**src/rtl/mc_exec_controller_pkg.sv**
```systemverilog
// Shared types and constants for the LEGv8 multicycle execute controller.
// State/class encodings, opcode patterns, ALU control codes and per-state control decode.
package mc_exec_controller_pkg;

  localparam int OPW = 11;

  typedef enum logic [3:0] {
    ST_FETCH, ST_DECODE, ST_EXEC_R, ST_WB_R, ST_ADDR,
    ST_MEM_RD, ST_WB_MEM, ST_MEM_WR, ST_BRANCH, ST_EXC
  } state_t;

  typedef enum logic [3:0] {
    CL_NOP, CL_ADD, CL_SUB, CL_AND, CL_ORR, CL_LDUR, CL_STUR, CL_CBZ, CL_B
  } class_t;

  localparam logic [OPW-1:0] OP_ADD  = 11'b10001011000;
  localparam logic [OPW-1:0] OP_SUB  = 11'b11001011000;
  localparam logic [OPW-1:0] OP_AND  = 11'b10001010000;
  localparam logic [OPW-1:0] OP_ORR  = 11'b10101010000;
  localparam logic [OPW-1:0] OP_LDUR = 11'b11111000010;
  localparam logic [OPW-1:0] OP_STUR = 11'b11111000000;
  localparam logic [7:0]     OP_CBZ_HI = 8'b10110100;
  localparam logic [5:0]     OP_B_HI   = 6'b000101;

  localparam logic [3:0] ALUCTL_AND   = 4'b0000;
  localparam logic [3:0] ALUCTL_ORR   = 4'b0001;
  localparam logic [3:0] ALUCTL_ADD   = 4'b0010;
  localparam logic [3:0] ALUCTL_SUB   = 4'b0110;
  localparam logic [3:0] ALUCTL_PASSB = 4'b0111;

  localparam logic [1:0] EXC_NONE       = 2'b00;
  localparam logic [1:0] EXC_ILLEGAL_OP = 2'b01;

  // Control bits that are a pure function of the state and can be registered ahead.
  typedef struct packed {
    logic fetch;
    logic branch;
    logic alusrc;
    logic regwrite;
    logic memread;
    logic memwrite;
    logic memtoreg;
    logic busy;
  } ctrl_t;

  function automatic class_t decode_class(input logic [OPW-1:0] op);
    class_t c;
    if (op == OP_ADD)                c = CL_ADD;
    else if (op == OP_SUB)           c = CL_SUB;
    else if (op == OP_AND)           c = CL_AND;
    else if (op == OP_ORR)           c = CL_ORR;
    else if (op == OP_LDUR)          c = CL_LDUR;
    else if (op == OP_STUR)          c = CL_STUR;
    else if (op[10:3] == OP_CBZ_HI)  c = CL_CBZ;
    else if (op[10:5] == OP_B_HI)    c = CL_B;
    else                             c = CL_NOP;
    return c;
  endfunction

  function automatic ctrl_t state_ctrl(input state_t s);
    ctrl_t c;
    c = '{default: 1'b0};
    c.busy = (s != ST_FETCH);
    case (s)
      ST_FETCH:  c.fetch = 1'b1;
      ST_WB_R:   c.regwrite = 1'b1;
      ST_ADDR:   c.alusrc = 1'b1;
      ST_MEM_RD: begin c.alusrc = 1'b1; c.memread = 1'b1; end
      ST_WB_MEM: begin c.regwrite = 1'b1; c.memtoreg = 1'b1; end
      ST_MEM_WR: begin c.alusrc = 1'b1; c.memwrite = 1'b1; end
      ST_BRANCH: c.branch = 1'b1;
      default:   c.fetch = 1'b0;
    endcase
    return c;
  endfunction

  function automatic logic state_uses_alu(input state_t s);
    logic u;
    case (s)
      ST_EXEC_R, ST_ADDR, ST_MEM_RD, ST_MEM_WR, ST_BRANCH: u = 1'b1;
      default: u = 1'b0;
    endcase
    return u;
  endfunction

endpackage

```
**src/rtl/mc_exec_controller_if.sv**
```systemverilog
// Controller <-> datapath/memory bundle. Exc/ExcCause exist only when MC_EXC_EN is defined.
interface mc_exec_controller_if;
  import mc_exec_controller_pkg::*;

  logic [OPW-1:0] opcode;
  logic           zero_E;
  logic           imem_ready;
  logic           dmem_ready;
  logic           PcWrite;
  logic           PcSrc;
  logic           IrWrite;
  logic           AluSrc;
  logic [3:0]     AluControl;
  logic           RegWrite;
  logic           MemRead;
  logic           MemWrite;
  logic           MemtoReg;
  logic           busy;
`ifdef MC_EXC_EN
  logic           Exc;
  logic [1:0]     ExcCause;

  modport slave (
    input  opcode, zero_E, imem_ready, dmem_ready,
    output PcWrite, PcSrc, IrWrite, AluSrc, AluControl, RegWrite,
           MemRead, MemWrite, MemtoReg, busy, Exc, ExcCause
  );
  modport master (
    output opcode, zero_E, imem_ready, dmem_ready,
    input  PcWrite, PcSrc, IrWrite, AluSrc, AluControl, RegWrite,
           MemRead, MemWrite, MemtoReg, busy, Exc, ExcCause
  );
`else
  modport slave (
    input  opcode, zero_E, imem_ready, dmem_ready,
    output PcWrite, PcSrc, IrWrite, AluSrc, AluControl, RegWrite,
           MemRead, MemWrite, MemtoReg, busy
  );
  modport master (
    output opcode, zero_E, imem_ready, dmem_ready,
    input  PcWrite, PcSrc, IrWrite, AluSrc, AluControl, RegWrite,
           MemRead, MemWrite, MemtoReg, busy
  );
`endif
endinterface

```
**src/rtl/mc_exec_controller_alu_decoder.sv**
```systemverilog
// Combinational instruction class -> ALU control code.
module mc_alu_decoder
  import mc_exec_controller_pkg::*;
(
  input  class_t     cls,
  output logic [3:0] alu_ctl
);

  // Memory ops reuse ADD for address generation; branches pass B for the zero test.
  always_comb begin
    alu_ctl = ALUCTL_AND;
    case (cls)
      CL_ADD, CL_LDUR, CL_STUR: alu_ctl = ALUCTL_ADD;
      CL_SUB:                   alu_ctl = ALUCTL_SUB;
      CL_AND:                   alu_ctl = ALUCTL_AND;
      CL_ORR:                   alu_ctl = ALUCTL_ORR;
      CL_CBZ, CL_B:             alu_ctl = ALUCTL_PASSB;
      default:                  alu_ctl = ALUCTL_AND;
    endcase
  end

endmodule

```
**src/rtl/mc_exec_controller.sv**
```systemverilog
// LEGv8 multicycle sequencer: FETCH/DECODE/EXEC/MEM/WB with memory-ready waits.
// Define MC_EXC_EN to trap unknown opcodes into a halting EXC state.
module mc_exec_controller
  import mc_exec_controller_pkg::*;
(
  input  logic               clk,
  input  logic               reset,
  mc_exec_controller_if.slave bus
);

  state_t     state_r, next_state_s;
  class_t     cls_r, dec_cls_s, cls_next_s;
  ctrl_t      ctrl_r, next_ctrl_s;
  logic [3:0] aluctl_r, aluctl_s;
  logic       take_s;
`ifdef MC_EXC_EN
  logic       exc_r;
`endif

  mc_alu_decoder u_alu_dec (
    .cls     (cls_next_s),
    .alu_ctl (aluctl_s)
  );

  // Next-state selection; the class is decoded live in DECODE and latched after.
  always_comb begin
    dec_cls_s    = decode_class(bus.opcode);
    cls_next_s   = (state_r == ST_DECODE) ? dec_cls_s : cls_r;
    next_state_s = ST_FETCH;
    case (state_r)
      ST_FETCH:  next_state_s = bus.imem_ready ? ST_DECODE : ST_FETCH;
      ST_DECODE: begin
        case (dec_cls_s)
          CL_ADD, CL_SUB, CL_AND, CL_ORR: next_state_s = ST_EXEC_R;
          CL_LDUR, CL_STUR:               next_state_s = ST_ADDR;
          CL_CBZ, CL_B:                   next_state_s = ST_BRANCH;
`ifdef MC_EXC_EN
          default:                        next_state_s = ST_EXC;
`else
          default:                        next_state_s = ST_FETCH;
`endif
        endcase
      end
      ST_EXEC_R: next_state_s = ST_WB_R;
      ST_WB_R:   next_state_s = ST_FETCH;
      ST_ADDR:   next_state_s = (cls_r == CL_LDUR) ? ST_MEM_RD : ST_MEM_WR;
      ST_MEM_RD: next_state_s = bus.dmem_ready ? ST_WB_MEM : ST_MEM_RD;
      ST_WB_MEM: next_state_s = ST_FETCH;
      ST_MEM_WR: next_state_s = bus.dmem_ready ? ST_FETCH : ST_MEM_WR;
      ST_BRANCH: next_state_s = ST_FETCH;
      ST_EXC:    next_state_s = ST_EXC;
      default:   next_state_s = ST_FETCH;
    endcase
    next_ctrl_s = state_ctrl(next_state_s);
  end

  // State register with control bits precomputed for the state being entered.
  always_ff @(posedge clk) begin
    if (reset) begin
      state_r  <= ST_FETCH;
      cls_r    <= CL_NOP;
      ctrl_r   <= state_ctrl(ST_FETCH);
      aluctl_r <= ALUCTL_AND;
`ifdef MC_EXC_EN
      exc_r    <= 1'b0;
`endif
    end else begin
      state_r  <= next_state_s;
      cls_r    <= cls_next_s;
      ctrl_r   <= next_ctrl_s;
      aluctl_r <= state_uses_alu(next_state_s) ? aluctl_s : ALUCTL_AND;
`ifdef MC_EXC_EN
      exc_r    <= (next_state_s == ST_EXC);
`endif
    end
  end

  // Write enables that depend on same-cycle handshakes; reset forces everything quiet.
  always_comb begin
    take_s = ctrl_r.branch & ((cls_r == CL_B) | ((cls_r == CL_CBZ) & bus.zero_E));
    if (reset) begin
      bus.PcWrite    = 1'b0;
      bus.PcSrc      = 1'b0;
      bus.IrWrite    = 1'b0;
      bus.AluSrc     = 1'b0;
      bus.AluControl = ALUCTL_AND;
      bus.RegWrite   = 1'b0;
      bus.MemRead    = 1'b0;
      bus.MemWrite   = 1'b0;
      bus.MemtoReg   = 1'b0;
      bus.busy       = 1'b0;
`ifdef MC_EXC_EN
      bus.Exc        = 1'b0;
      bus.ExcCause   = EXC_NONE;
`endif
    end else begin
      bus.PcWrite    = (ctrl_r.fetch & bus.imem_ready) | take_s;
      bus.PcSrc      = ctrl_r.branch;
      bus.IrWrite    = ctrl_r.fetch & bus.imem_ready;
      bus.AluSrc     = ctrl_r.alusrc;
      bus.AluControl = aluctl_r;
      bus.RegWrite   = ctrl_r.regwrite;
      bus.MemRead    = ctrl_r.memread;
      bus.MemWrite   = ctrl_r.memwrite;
      bus.MemtoReg   = ctrl_r.memtoreg;
      bus.busy       = ctrl_r.busy;
`ifdef MC_EXC_EN
      bus.Exc        = exc_r;
      bus.ExcCause   = exc_r ? EXC_ILLEGAL_OP : EXC_NONE;
`endif
    end
  end

endmodule
```
**src/flat_wrapper.sv**
```systemverilog
// flat-port wrapper written by rule: the top's interface ports become plain ports
module mc_exec_controller_flat import mc_exec_controller_pkg::*;
  (clk, reset, bus_opcode, bus_zero_E, bus_imem_ready, bus_dmem_ready, bus_PcWrite, bus_PcSrc, bus_IrWrite, bus_AluSrc, bus_AluControl, bus_RegWrite, bus_MemRead, bus_MemWrite, bus_MemtoReg, bus_busy);
  mc_exec_controller_if bus_i ();
  input  logic clk;
  input  logic reset;
  input wire logic [$bits(bus_i.opcode)-1:0] bus_opcode;
  input wire logic [$bits(bus_i.zero_E)-1:0] bus_zero_E;
  input wire logic [$bits(bus_i.imem_ready)-1:0] bus_imem_ready;
  input wire logic [$bits(bus_i.dmem_ready)-1:0] bus_dmem_ready;
  output wire logic [$bits(bus_i.PcWrite)-1:0] bus_PcWrite;
  output wire logic [$bits(bus_i.PcSrc)-1:0] bus_PcSrc;
  output wire logic [$bits(bus_i.IrWrite)-1:0] bus_IrWrite;
  output wire logic [$bits(bus_i.AluSrc)-1:0] bus_AluSrc;
  output wire logic [$bits(bus_i.AluControl)-1:0] bus_AluControl;
  output wire logic [$bits(bus_i.RegWrite)-1:0] bus_RegWrite;
  output wire logic [$bits(bus_i.MemRead)-1:0] bus_MemRead;
  output wire logic [$bits(bus_i.MemWrite)-1:0] bus_MemWrite;
  output wire logic [$bits(bus_i.MemtoReg)-1:0] bus_MemtoReg;
  output wire logic [$bits(bus_i.busy)-1:0] bus_busy;
  assign bus_i.opcode = bus_opcode;
  assign bus_i.zero_E = bus_zero_E;
  assign bus_i.imem_ready = bus_imem_ready;
  assign bus_i.dmem_ready = bus_dmem_ready;
  assign bus_PcWrite = bus_i.PcWrite;
  assign bus_PcSrc = bus_i.PcSrc;
  assign bus_IrWrite = bus_i.IrWrite;
  assign bus_AluSrc = bus_i.AluSrc;
  assign bus_AluControl = bus_i.AluControl;
  assign bus_RegWrite = bus_i.RegWrite;
  assign bus_MemRead = bus_i.MemRead;
  assign bus_MemWrite = bus_i.MemWrite;
  assign bus_MemtoReg = bus_i.MemtoReg;
  assign bus_busy = bus_i.busy;
  mc_exec_controller u_core (.clk(clk), .reset(reset), .bus(bus_i));
endmodule
```
**config.mk**
```make
export PLATFORM = sky130hd
export DESIGN_NAME = mc_exec_controller_flat
export DESIGN_NICKNAME = d
export VERILOG_FILES = /design/src/rtl/mc_exec_controller_pkg.sv /design/src/rtl/mc_exec_controller_if.sv /design/src/rtl/mc_exec_controller_alu_decoder.sv /design/src/rtl/mc_exec_controller.sv /design/src/flat_wrapper.sv
export SDC_FILE = /design/constraint.sdc
export NUM_CORES = 1
export LEC_CHECK = 0
export CAP_MARGIN = 5
export CORE_ASPECT_RATIO = 0.6
export CORE_MARGIN = 5
export CORE_UTILIZATION = 51
export DETAILED_ROUTE_END_ITERATION = 16
export GPL_TIMING_DRIVEN = 0
export PLACE_DENSITY = 0.79
export REMOVE_ABC_BUFFERS = 1
export SLEW_MARGIN = 15
export SYNTH_ARGS = -nofsm -noshare
export SYNTH_HDL_FRONTEND = slang
export SYNTH_HIERARCHICAL = 1
export SYNTH_SLANG_ARGS = --single-unit
```
**constraint.sdc**
```tcl
create_clock -name clk -period 3.6 [get_ports clk]
set_input_delay 0.72 -clock clk [delete_from_list [all_inputs] [get_ports clk]]
set_output_delay 0.72 -clock clk [all_outputs]
set_load 0.05 [all_outputs]
```
==> qor.yml <==
outcome: "finished clean"
drc: 0
detail_route.iter0.violations: 106
switching_share_pct: 24.6
hold_start: "u_core/cls_r[0]$_SDFF_PP0_"
drv_slew: 0
cts_buffers: 3
cp_max_fo: 5
routed_wl_um: 3470
hp-class: "register to register"
p_clk_share_pct: 32.4
n_antenna_cell: 0
die_area_um2: 4050
yosysTopAreaCell: "dfxtp_1"
arrival_ns: 3.69
drt_first_pass_iters: 4
r2r_cells: 9
comb_power_share_pct: 16.3
cts_root_buf: "clkbuf_8"
p_total_uw: 440
drv_cap: 0
core_um2: 2800
synth_edf_count: 0
worstMarginPinSlew_ns: 0.887
yosys_most_used_dff: "dfxtp_1"
cts_htree_levels: 1
fin_crit_ns: 3.51
cts_sinks: 20
antenna_found_initial: 0
vias: 1287
crit_path_start: "bus_opcode[6]"
rows: 15
crit_type: "primary input to register"
leakage_uw: 0.000676
nFillCells: 219
ant_nets: 0
p_switching_uw: 108
r2r_end: "u_core/aluctl_r[0]$_SDFF_PP0_"
internal-power_uw: 332
setup_viol: 0
crit_path_start_kind: "primary input"
die_h_um: 51.3
peakVddDrop_uv: 125
fin_nets: 208
hold_buffers: 0
ctsLongestPathBuffers: 2
seqPwrFrac_pct: 51.2
gp_congestion: 0.836
fmax_mhz: 285
grt_pass1_vias: 1222
portBuffers: 28
setup_tns_ns: 0
overflow: 0
grt_usage_pct: 18.2
timing.final.crit_share_pct: 97.4
fp.dieW_um: 78.9
power.density_nw_per_um2: 240
synth.cell_area_um2: 1450
endpoint: "u_core/aluctl_r[0]$_SDFF_PP0_"
timing.rr.start: "u_core/state_r[0]$_SDFF_PP0_"
final_common_cell: "clkdlybuf4s50_1"
synth.distinct_cells: 59
post_drt_via_cell_ratio: 5.90
layout_common_cells: "clkdlybuf4s50_1 (26), dfxtp_1 (20), nor2b_1 (16)"
cts_tree: "yes"
skew_ns: 0.00197
r2r_slack_ns: 0.87
crit_path_end_kind: "register"
async_reset_ff_share_pct: 0
ys_top_cells_by_area: "dfxtp_1 (28%), nor2b_1 (6.9%), ha_1 (5.2%)"
num_io_pins: 29
clk_latency_ns: 0.25
clkTransAtPathRegs_ns: 0.07
postSynthCellCount: 156
relSlewSlack_pct: 40.9
start_util_pct: 51.9
area_growth_pct: 26.1
synth-seq-area-share_pct: 27.6
cp.required_ns: 3.78
yosysWarnings: 6
yosysTopAreaCellShare_pct: 27.6
ys_ff_latch: 20
grt_max_degree: 30
drive_above_1_share_pct: 20.7
drt-wirelength-per-cell_um: 15.9
post-dp-hpwl_um: 2640
syn_area_per_cell_um2: 9.30
grt_pass1_wl_um: 5810
hold_viol: 0
-- cells in the mapped netlist (2+ instances only) --
cell      number
nand4b_1       2
ha_1           6
nor4bb_1       2
nand3_2        2
o21ai_1        4
dfxtp_1       20
or3b_1         3
o211ai_2       2
buf_6          2
inv_1          8
nand3_1        4
a31oi_1        4
o32a_1         2
nor4_1         2
and3_1         3
nor4b_4        3
clkbuf_1       3
or2b_2         4
nor2_1         6
o21ai_0        3
mux2i_1        2
nor2b_1       16
a21oi_1        6
nand2_1        9
nand2b_1       4
-- state kept, by name, indices dropped and copies added (netlist names) --
register         cells
u_core/cls_r         4
u_core/state_r       4
u_core/ctrl_r        8
u_core/aluctl_r      4
-- power groups by stage --
stage | clock network [uW] | logic, uW | registers (uW)
finish | 143 | 71.8 | 225
global route | 155 | 76.7 | 225
CTS | 146 | 68.2 | 225
detailed placement | 0 | 67.6 | 230
global placement | 0 | 64.8 | 230
floorplan | 0 | 32.6 | 230
-- per-stage QoR --
step	instances	cell area (um^2)	hold slack (ns)	setup slack [ns]	utilization, %
2_1_floorplan	150	1410	0.599	0.527	-
3_3_place_gp	212	1730	0.636	-0.194	62.0
3_5_place_dp	212	1730	0.656	-0.325	62.0
4_1_cts	215	1780	0.663	0.0368	63.7
5_1_grt	218	1830	0.670	-0.0308	65.5
6_report	218	1830	0.646	0.0945	65.5
-- worst min-delay path by stage --
stage	end	slack, ns	cells past startpoint
global placement	u_core/cls_r[0]$_SDFF_PP0_	0.64	3
global route	u_core/cls_r[0]$_SDFF_PP0_	0.67	3
detailed placement	u_core/cls_r[0]$_SDFF_PP0_	0.66	3
floorplan	u_core/cls_r[0]$_SDFF_PP0_	0.60	3
finish	u_core/cls_r[0]$_SDFF_PP0_	0.65	3
CTS	u_core/cls_r[0]$_SDFF_PP0_	0.66	3
-- routing by layer --
metal / GRT usage [%] / part of all wire (%) / vias up
li1: - / - / 632
met1: 22.6 / 44 / 601
met2: 32.3 / 48 / 46
met3: 4.23 / 6.7 / 8
met4: 4.00 / 1.2 / 0
met5: 0 / 0 / -
-- worst max-delay path, cell delays in order --
cell             delay, ns
clkdlybuf4s50_1       0.54
nor4b_4               0.38
nand2_2               0.18
o32a_1                0.20
o22a_1                0.25
o21ai_2               0.19
inv_1                 0.09
ha_1                  0.30
or3b_1                0.34
o21ai_0               0.07
or2b_2                0.30
a21oi_1               0.12
-- layout make-up --
cell class	count	area (um^2)	area share [%]
multi-input cells	122	1010	55.3
flip-flops and latches	20	400	21.9
repair buffers	31	304	16.6
well taps	34	42.5	2.32
clock buffers	3	41.3	2.26
inverters	8	30.0	1.64
-- kinds of logic after synthesis --
| logic type | count (synthesis) | share of synthesized area (%) |
|---|---|---|
| adder cells (fa/ha/maj) | 6 | 5.17 |
| multiplexers | 2 | 1.38 |
| AO/OA/AOI/OAI | 33 | 17.5 |
| other | 1 | 0.258 |
| AND/OR/NAND/NOR | 78 | 42.0 |
| XOR/XNOR | 2 | 1.21 |
| buffers and inverters | 14 | 4.91 |
| flip-flops | 20 | 27.6 |
-- what timing repair did --
action | in CTS | in global routing
pin swaps | 1 | 2
buffers inserted | 0 | 3
endpoints found under the hold margin | 0 | 0
resized for setup | 3 | 6
setup endpoints to repair | 2 | 2
(Power assumes the default switching activity.)
